===== src/rtl/instr_fetch_unit.sv =====
// Fetch stage: holds the PC, reads one instruction word at a time over a req/ack
// handshake and computes the next PC when the held instruction retires.
//
// state | meaning
// IDLE  | post-reset, no request; fetch starts next cycle
// FETCH | imem_req high at pc, waiting for imem_ack
// HOLD  | instruction held and valid, waiting for instr_accept
// ERR   | imem_ack timed out; stuck until rst
module instr_fetch_unit #(
    parameter logic [31:0] RESET_PC       = 32'h0040_0000,
    parameter int unsigned TIMEOUT_CYCLES = 16
) (
    input  logic        clk,
    input  logic        rst,
    output logic        imem_req,
    output logic [31:0] imem_addr,
    input  logic        imem_ack,
    input  logic [31:0] imem_rdata,
    output logic [31:0] instr,
    output logic [5:0]  opcode,
    output logic [5:0]  funct,
    output logic        instr_valid,
    input  logic        instr_accept,
    input  logic        pcsrc,
    input  logic        jump,
    output logic [31:0] pc,
    output logic [31:0] pc_plus4,
    output logic [31:0] retire_count,
    output logic        fetch_err
);

    typedef enum logic [1:0] {
        IDLE  = 2'd0,
        FETCH = 2'd1,
        HOLD  = 2'd2,
        ERR   = 2'd3
    } state_t;

    localparam logic [31:0] TIMEOUT_LAST = 32'(TIMEOUT_CYCLES) - 32'd1;

    state_t      state;
    state_t      state_next;
    logic [31:0] wait_cnt;
    logic        fetch_done;
    logic        fetch_timeout;
    logic        retire;
    logic [31:0] next_pc;
    logic [31:0] branch_offset;

    always_ff @(posedge clk) begin
        if (rst) begin
            state <= IDLE;
        end else begin
            state <= state_next;
        end
    end

    always_comb begin
        state_next    = state;
        fetch_done    = 1'b0;
        fetch_timeout = 1'b0;
        retire        = 1'b0;
        case (state)
            IDLE: state_next = FETCH;
            FETCH: begin
                // an ack on the final allowed cycle still counts as a good fetch
                if (imem_ack) begin
                    state_next = HOLD;
                    fetch_done = 1'b1;
                end else if ((TIMEOUT_CYCLES != 0) && (wait_cnt == TIMEOUT_LAST)) begin
                    state_next    = ERR;
                    fetch_timeout = 1'b1;
                end
            end
            HOLD: begin
                if (instr_accept) begin
                    state_next = FETCH;
                    retire     = 1'b1;
                end
            end
            ERR: state_next = ERR;
            default: state_next = IDLE;
        endcase
    end

    assign pc_plus4      = pc + 32'd4;
    assign branch_offset = {{14{instr[15]}}, instr[15:0], 2'b00};

    always_comb begin
        next_pc = pc_plus4;
        if (jump) begin
            next_pc = {pc_plus4[31:28], instr[25:0], 2'b00};
        end else if (pcsrc) begin
            next_pc = pc_plus4 + branch_offset;
        end
    end

    always_ff @(posedge clk) begin
        if (rst) begin
            pc           <= RESET_PC;
            instr        <= 32'd0;
            wait_cnt     <= 32'd0;
            retire_count <= 32'd0;
            fetch_err    <= 1'b0;
        end else begin
            if (fetch_done) begin
                instr    <= imem_rdata;
                wait_cnt <= 32'd0;
            end else if (state == FETCH) begin
                wait_cnt <= wait_cnt + 32'd1;
            end
            if (fetch_timeout) begin
                fetch_err <= 1'b1;
            end
            if (retire) begin
                pc           <= next_pc;
                retire_count <= retire_count + 32'd1;
            end
        end
    end

    assign imem_req    = (state == FETCH);
    assign instr_valid = (state == HOLD);
    assign imem_addr   = pc;
    assign opcode      = instr[31:26];
    assign funct       = instr[5:0];

endmodule


===== config.mk =====
export PLATFORM = sky130hd
export DESIGN_NAME = instr_fetch_unit
export DESIGN_NICKNAME = d
export VERILOG_FILES = /design/src/rtl/instr_fetch_unit.sv
export SDC_FILE = /design/constraint.sdc
export NUM_CORES = 1
export LEC_CHECK = 0
export ABC_CLOCK_PERIOD_IN_PS = 4600
export BUFFER_PORTS_ARGS = -buffer_cell sky130_fd_sc_hd__buf_4
export CORE_ASPECT_RATIO = 1.2
export CORE_MARGIN = 4
export CORE_UTILIZATION = 30
export CTS_CLUSTER_SIZE = 8
export DETAILED_ROUTE_END_ITERATION = 7
export GPL_TIMING_DRIVEN = 0
export MAX_ROUTING_LAYER = met4
export PLACE_DENSITY = 0.55
export SLEW_MARGIN = 20
export SYNTH_ARGS = -nofsm -noshare
export SYNTH_HDL_FRONTEND = slang
export SYNTH_SLANG_ARGS = --single-unit

===== constraint.sdc =====
create_clock -name clk -period 4.6 [get_ports clk]
set_clock_uncertainty 0.1 [all_clocks]
set_input_delay 0 -clock clk [delete_from_list [all_inputs] [get_ports clk]]
set_output_delay 0 -clock clk [all_outputs]
set_load 0.02 [all_outputs]

Word-level counts from Yosys, hierarchy flattened
Index checks and enable logic that the tools add are counted.

cells by class
  $add $sub $neg = 4
  multiply operators = 0
  divide/modulo/power cells = 0
  $lt $le $gt $ge = 0
  eq/ne operators = 6
  shift-type cells = 0
  muxes and demuxes = 13
  bitwise gates (word level) = 0
  reductions and logical operators = 3

operator list
  cell                                                   count
  adder 32 x 1 -> 32 bit, second input constant          2
  2-to-1 mux 32 bit                                      2
  adder 32 x 3 -> 32 bit, second input constant          1
  adder 32 bit                                           1
  == test 32 x 4 -> 1 bit, second input constant         1
  one-hot mux 2 bit (4 select lines)                     1
  2-to-1 mux 1 bit                                       7
  2-to-1 mux 2 bit                                       3
  == test 2 bit, second input constant                   2
  inequality test 3 x 1 -> 1 bit, second input constant  1
  == test 2 x 1 -> 1 bit, second input constant          1
  zero test 2 bit                                        1
  inequality test 2 x 1 -> 1 bit, second input constant  1
  AND reduction 2 bit                                    1
  OR reduction 2 bit                                     1

word-level totals
  register bits after elaboration = 131
  bits in latches = 0
  bits in writable memories = 0
  ROM bits = 0
  bits of input ports = 38
  logic and storage cells = 32
  memories kept = 0

Longest topological paths before layout
  depth after elaboration = 4
  gate-level depth with buffers = 16

Least setup slack after synthesis
No wires, ideal clock.

  path kind = register -> register
  start point = register pc[2], in the netlist imem_addr[2]
  end point = register pc[31], in the netlist imem_addr[31]
  library setup time = 0.138 ns
  arrival = 3.775 ns
  data required time = 4.362 ns
  slack = 0.586 ns
  cell stages (with the launch flop) = 16
  path buffers = 0
  cell sequence = dfxtp_1 -> ha_1 -> nand3_2 -> or3_4 -> nor2_1 -> xor2_1 -> ha_1 -> a21oi_1 -> nand2b_1 -> o21ai_0 -> and4_1 -> o31ai_1 -> a221oi_2 -> xor2_1 -> o21bai_1 -> o2111ai_1

on the way
  cells in the longest elaborated chain, start to end = 4

RTL lines
  what                      line  RTL
  start: declaration        26    output logic [31:0] pc,
  start signal: assignment  116   pc <= next_pc;
  adder 32 x 3 -> 32 bit    86    assign pc_plus4 = pc + 32'd4;
  net pc_plus4[20]          27    output logic [31:0] pc_plus4,
  adder 32 bit              94    next_pc = pc_plus4 + branch_offset;
  2-to-1 mux 32 bit         93    end else if (pcsrc) begin
  2-to-1 mux 32 bit         91    if (jump) begin

The timed path passes the listed nets, and every way through them passes these cells.
A chain may end at the register's enable or synchronous reset.

Final worst setup path
  start point = register pc[3], in the netlist imem_addr[3]
  end point = register pc[31], in the netlist imem_addr[31]

on the way
  cells in the longest elaborated chain, start to end = 4

RTL lines
  what                        line
  adder 32 x 3 -> 32 bit (*)  86
  adder 32 bit                94
  2-to-1 mux 32 bit           93
  2-to-1 mux 32 bit (*)       91

Mark *: on every way between the ends. The rest lies on a longest branch, timed or not.

==> impl_metrics.env <==
export IMPL_status="finished, final reports clean"
export IMPL_critical_path_required_ns=4.77
export IMPL_cts_max_level=4
export IMPL_wl_um=28830
export IMPL_post_place_ws_ns=0.1686
export IMPL_use_met1_pct=23.94
export IMPL_crit_fanout=8
export IMPL_setup_viol=0
export IMPL_seq_power_share_pct=39.3
export IMPL_hold_viol=0
export IMPL_worst_slack_ns=0.2867
export IMPL_gr_usage_met2_pct=33.00
export IMPL_critPathArrivalTime_ns=4.49
export IMPL_firstDrtPassIters=5
export IMPL_root_buffer="clkbuf_16"
export IMPL_p_leak_nw=4.835
export IMPL_drv_cap=0
export IMPL_cts_made_buffers=17
export IMPL_routabilityCongestion=0.9005
export IMPL_start_kind="register"
export IMPL_synth_area_um2=8227
export IMPL_met3_usage_pct=3.396
export IMPL_antenna_found_initial=0
export IMPL_grt_pass1_vias=8310
export IMPL_drv_slew=0
export IMPL_syn_to_final_growth_pct=36.05
export IMPL_grt_max_degree=24
export IMPL_fmax_mhz=231.8
export IMPL_rows=66
export IMPL_hold_start="pcsrc"
export IMPL_slew_headroom_pct=29.75
export IMPL_place_detailed_hpwl_um=22230
export IMPL_crit_path_start="imem_addr[3]"
export IMPL_start_util_pct=30.37
export IMPL_post_route_period_util_pct=93.77
export IMPL_pwr_share_comb_pct=13.3
export IMPL_sw_frac_of_total_pct=27.71
export IMPL_rsz0062_at_grt="no"
export IMPL_ys_warn_count=0
export IMPL_ys_flop_type="dfxtp_1"
export IMPL_fin_hold_ws_ns=0.2020
export IMPL_busiest_layer="met2"
export IMPL_ir_drop_v=0.0002101
export IMPL_cts_tree="done"
export IMPL_ys_ff_latch=129
export IMPL_syn_area_per_cell_um2=7.813
export IMPL_crit_type="register to register"
export IMPL_tns_ns=0
export IMPL_tightestPinTransition_ns=1.052
export IMPL_ys_seq_area_share_pct=31.39
export IMPL_die_area_um2=30150
export IMPL_track_usage_pct=19.53
export IMPL_power_frac_clock_pct=47.4
export IMPL_reg2reg_from="imem_addr[3]"
export IMPL_synth_cells=1053
export IMPL_first_iter_violations=547
export IMPL_viasPerCell=4.990
export IMPL_overflow=0
export IMPL_fin_crit_ns=4.313
export IMPL_drc=0
export IMPL_fin_area_um2=11190
export IMPL_numClockSinks=129
export IMPL_placed_area_um2=10210
export IMPL_final_common_cell="buf_4"
export IMPL_vias=8339
export IMPL_final_nets=1395
export IMPL_port_buffers=205
export IMPL_end_kind="register"
export IMPL_die_h_um=189.4
export IMPL_clk_pin_slew_ns=0.06
export IMPL_power_switching_uw=831.1
export IMPL_synth_edf_count=0
export IMPL_clk_path_buf_depth=2
export IMPL_core_area_um2=27090
export IMPL_ant_nets=0
export IMPL_grt_pass1_wl_um=46080
export IMPL_final_cell_mix="254 x buf_4, 162 x nand2_1, 125 x dfxtp_1, 111 x nor2_1, 97 x a21oi_1"
export IMPL_synth_cell_types=78
export IMPL_clkLatencyLatePin_ns=0.43
export IMPL_synthArstFlopShare_pct=0
export IMPL_wl_per_cell_um=17.25
export IMPL_die_w_um=159.2
export IMPL_drive_gt1_share_pct=24.94
export IMPL_cts_setup_buffers=0
export IMPL_powerDensity_nw_per_um2=268.0
export IMPL_p_int_mw=2.168
export IMPL_diodes=0
export IMPL_hold_class="primary input to register"
export IMPL_pin_count=213
-- cell families after synthesis --
logic type	count (synthesis)	share of synthesized area, %
xor+xnor	98	10.43
buf+inv	110	7.300
other cells	1	0.04558
compound gates	233	17.76
flops	129	31.39
fa+ha+maj	39	6.023
simple gates	437	26.28
mux	6	0.7605
-- final cells by class --
| cell class | count | area, µm² |
|---|---|---|
| fill | 2802 | 15890 |
| multi-input combinational | 819 | 5072 |
| sequential | 129 | 2587 |
| timing repair buffer | 241 | 1899 |
| buffer | 91 | 528.0 |
| clock buffer | 18 | 429.2 |
| tap | 340 | 425.4 |
| clock inverter | 14 | 177.7 |
| inverter | 19 | 72.57 |
-- flip-flops by register name, summed over array words and instances, names as in the netlist --
name / flops
wait_cnt: 32
imem_addr: 30
fetch_err: 1
retire_count: 32
instr: 32
state: 2
-- stage by stage --
stage	utilization, %	instances	power [mW]
2_1_floorplan	-	1058	1.415
3_3_place_gp	37.69	1603	1.577
3_5_place_dp	37.69	1603	1.579
4_1_cts	41.26	1671	3.034
5_1_grt	41.32	1671	3.126
6_report	41.32	1671	3.000
-- metal layers --
| layer | up-vias | wire length [µm] |
|---|---|---|
| met5 | - | 0 |
| met4 | 0 | 660 |
| met3 | 42 | 1290 |
| met2 | 251 | 13830 |
| met1 | 3871 | 13050 |
| li1 | 4175 | - |
-- worst max-delay path, cell delays in order, from the launching register on --
cell	delay, ns
dfxtp_1	0.52
ha_2	0.33
and3_1	0.23
nand3_1	0.19
nor2_1	0.18
xor2_1	0.33
ha_1	0.30
buf_2	0.17
a211oi_1	0.25
nor2_1	0.07
o21ai_0	0.31
and4_1	0.29
o31ai_1	0.14
a221oi_2	0.29
xor2_1	0.22
o21bai_1	0.15
o2111ai_1	0.12
-- path summary, 6_finish.rpt --
path,to,slack [ns],cells past startpoint
worst max-delay path,imem_addr[31],0.29,16
worst min-delay path,imem_addr[4],0.20,5
worst max register to register,imem_addr[31],0.29,16
worst min register to register,instr[21],0.38,2
-- repair_timing --
action | CTS | global route
resized for setup | 0 | 6
hold endpoints to repair | 38 | 0
setup endpoints to repair | 0 | 6
hold buffers | 36 | 0
-- cells in the mapped netlist, types with 7 or more instances --
master	n	area (µm²)
buf_4	49	367.9
and4_1	8	70.07
clkbuf_1	37	138.9
or3_1	16	100.1
nand4_1	16	100.1
nor2_1	111	416.7
nor4_1	11	68.82
xor2_1	51	446.7
and2_1	7	43.79
dfxtp_1	129	2582
o21ai_0	36	180.2
nand2_1	162	608.1
nand3_1	34	170.2
nor3_1	13	65.06
ha_1	38	475.5
xnor2_1	47	411.6
inv_1	16	60.06
o211ai_1	7	52.55
and3_1	15	93.84
o21bai_1	7	52.55
a21o_1	13	97.59
nand2b_1	7	43.79
a21oi_1	97	485.5
a211oi_1	12	90.09
-- power by group through the flow --
stage	Combinational, mW	Sequential, mW	Clock, mW
after CTS	0.401	1.18	1.45
after detailed placement	0.375	1.20	0
after floorplan	0.202	1.21	0
after global placement	0.374	1.20	0
after global routing	0.435	1.18	1.51
final	0.399	1.18	1.42
(Power assumes the default switching activity.)
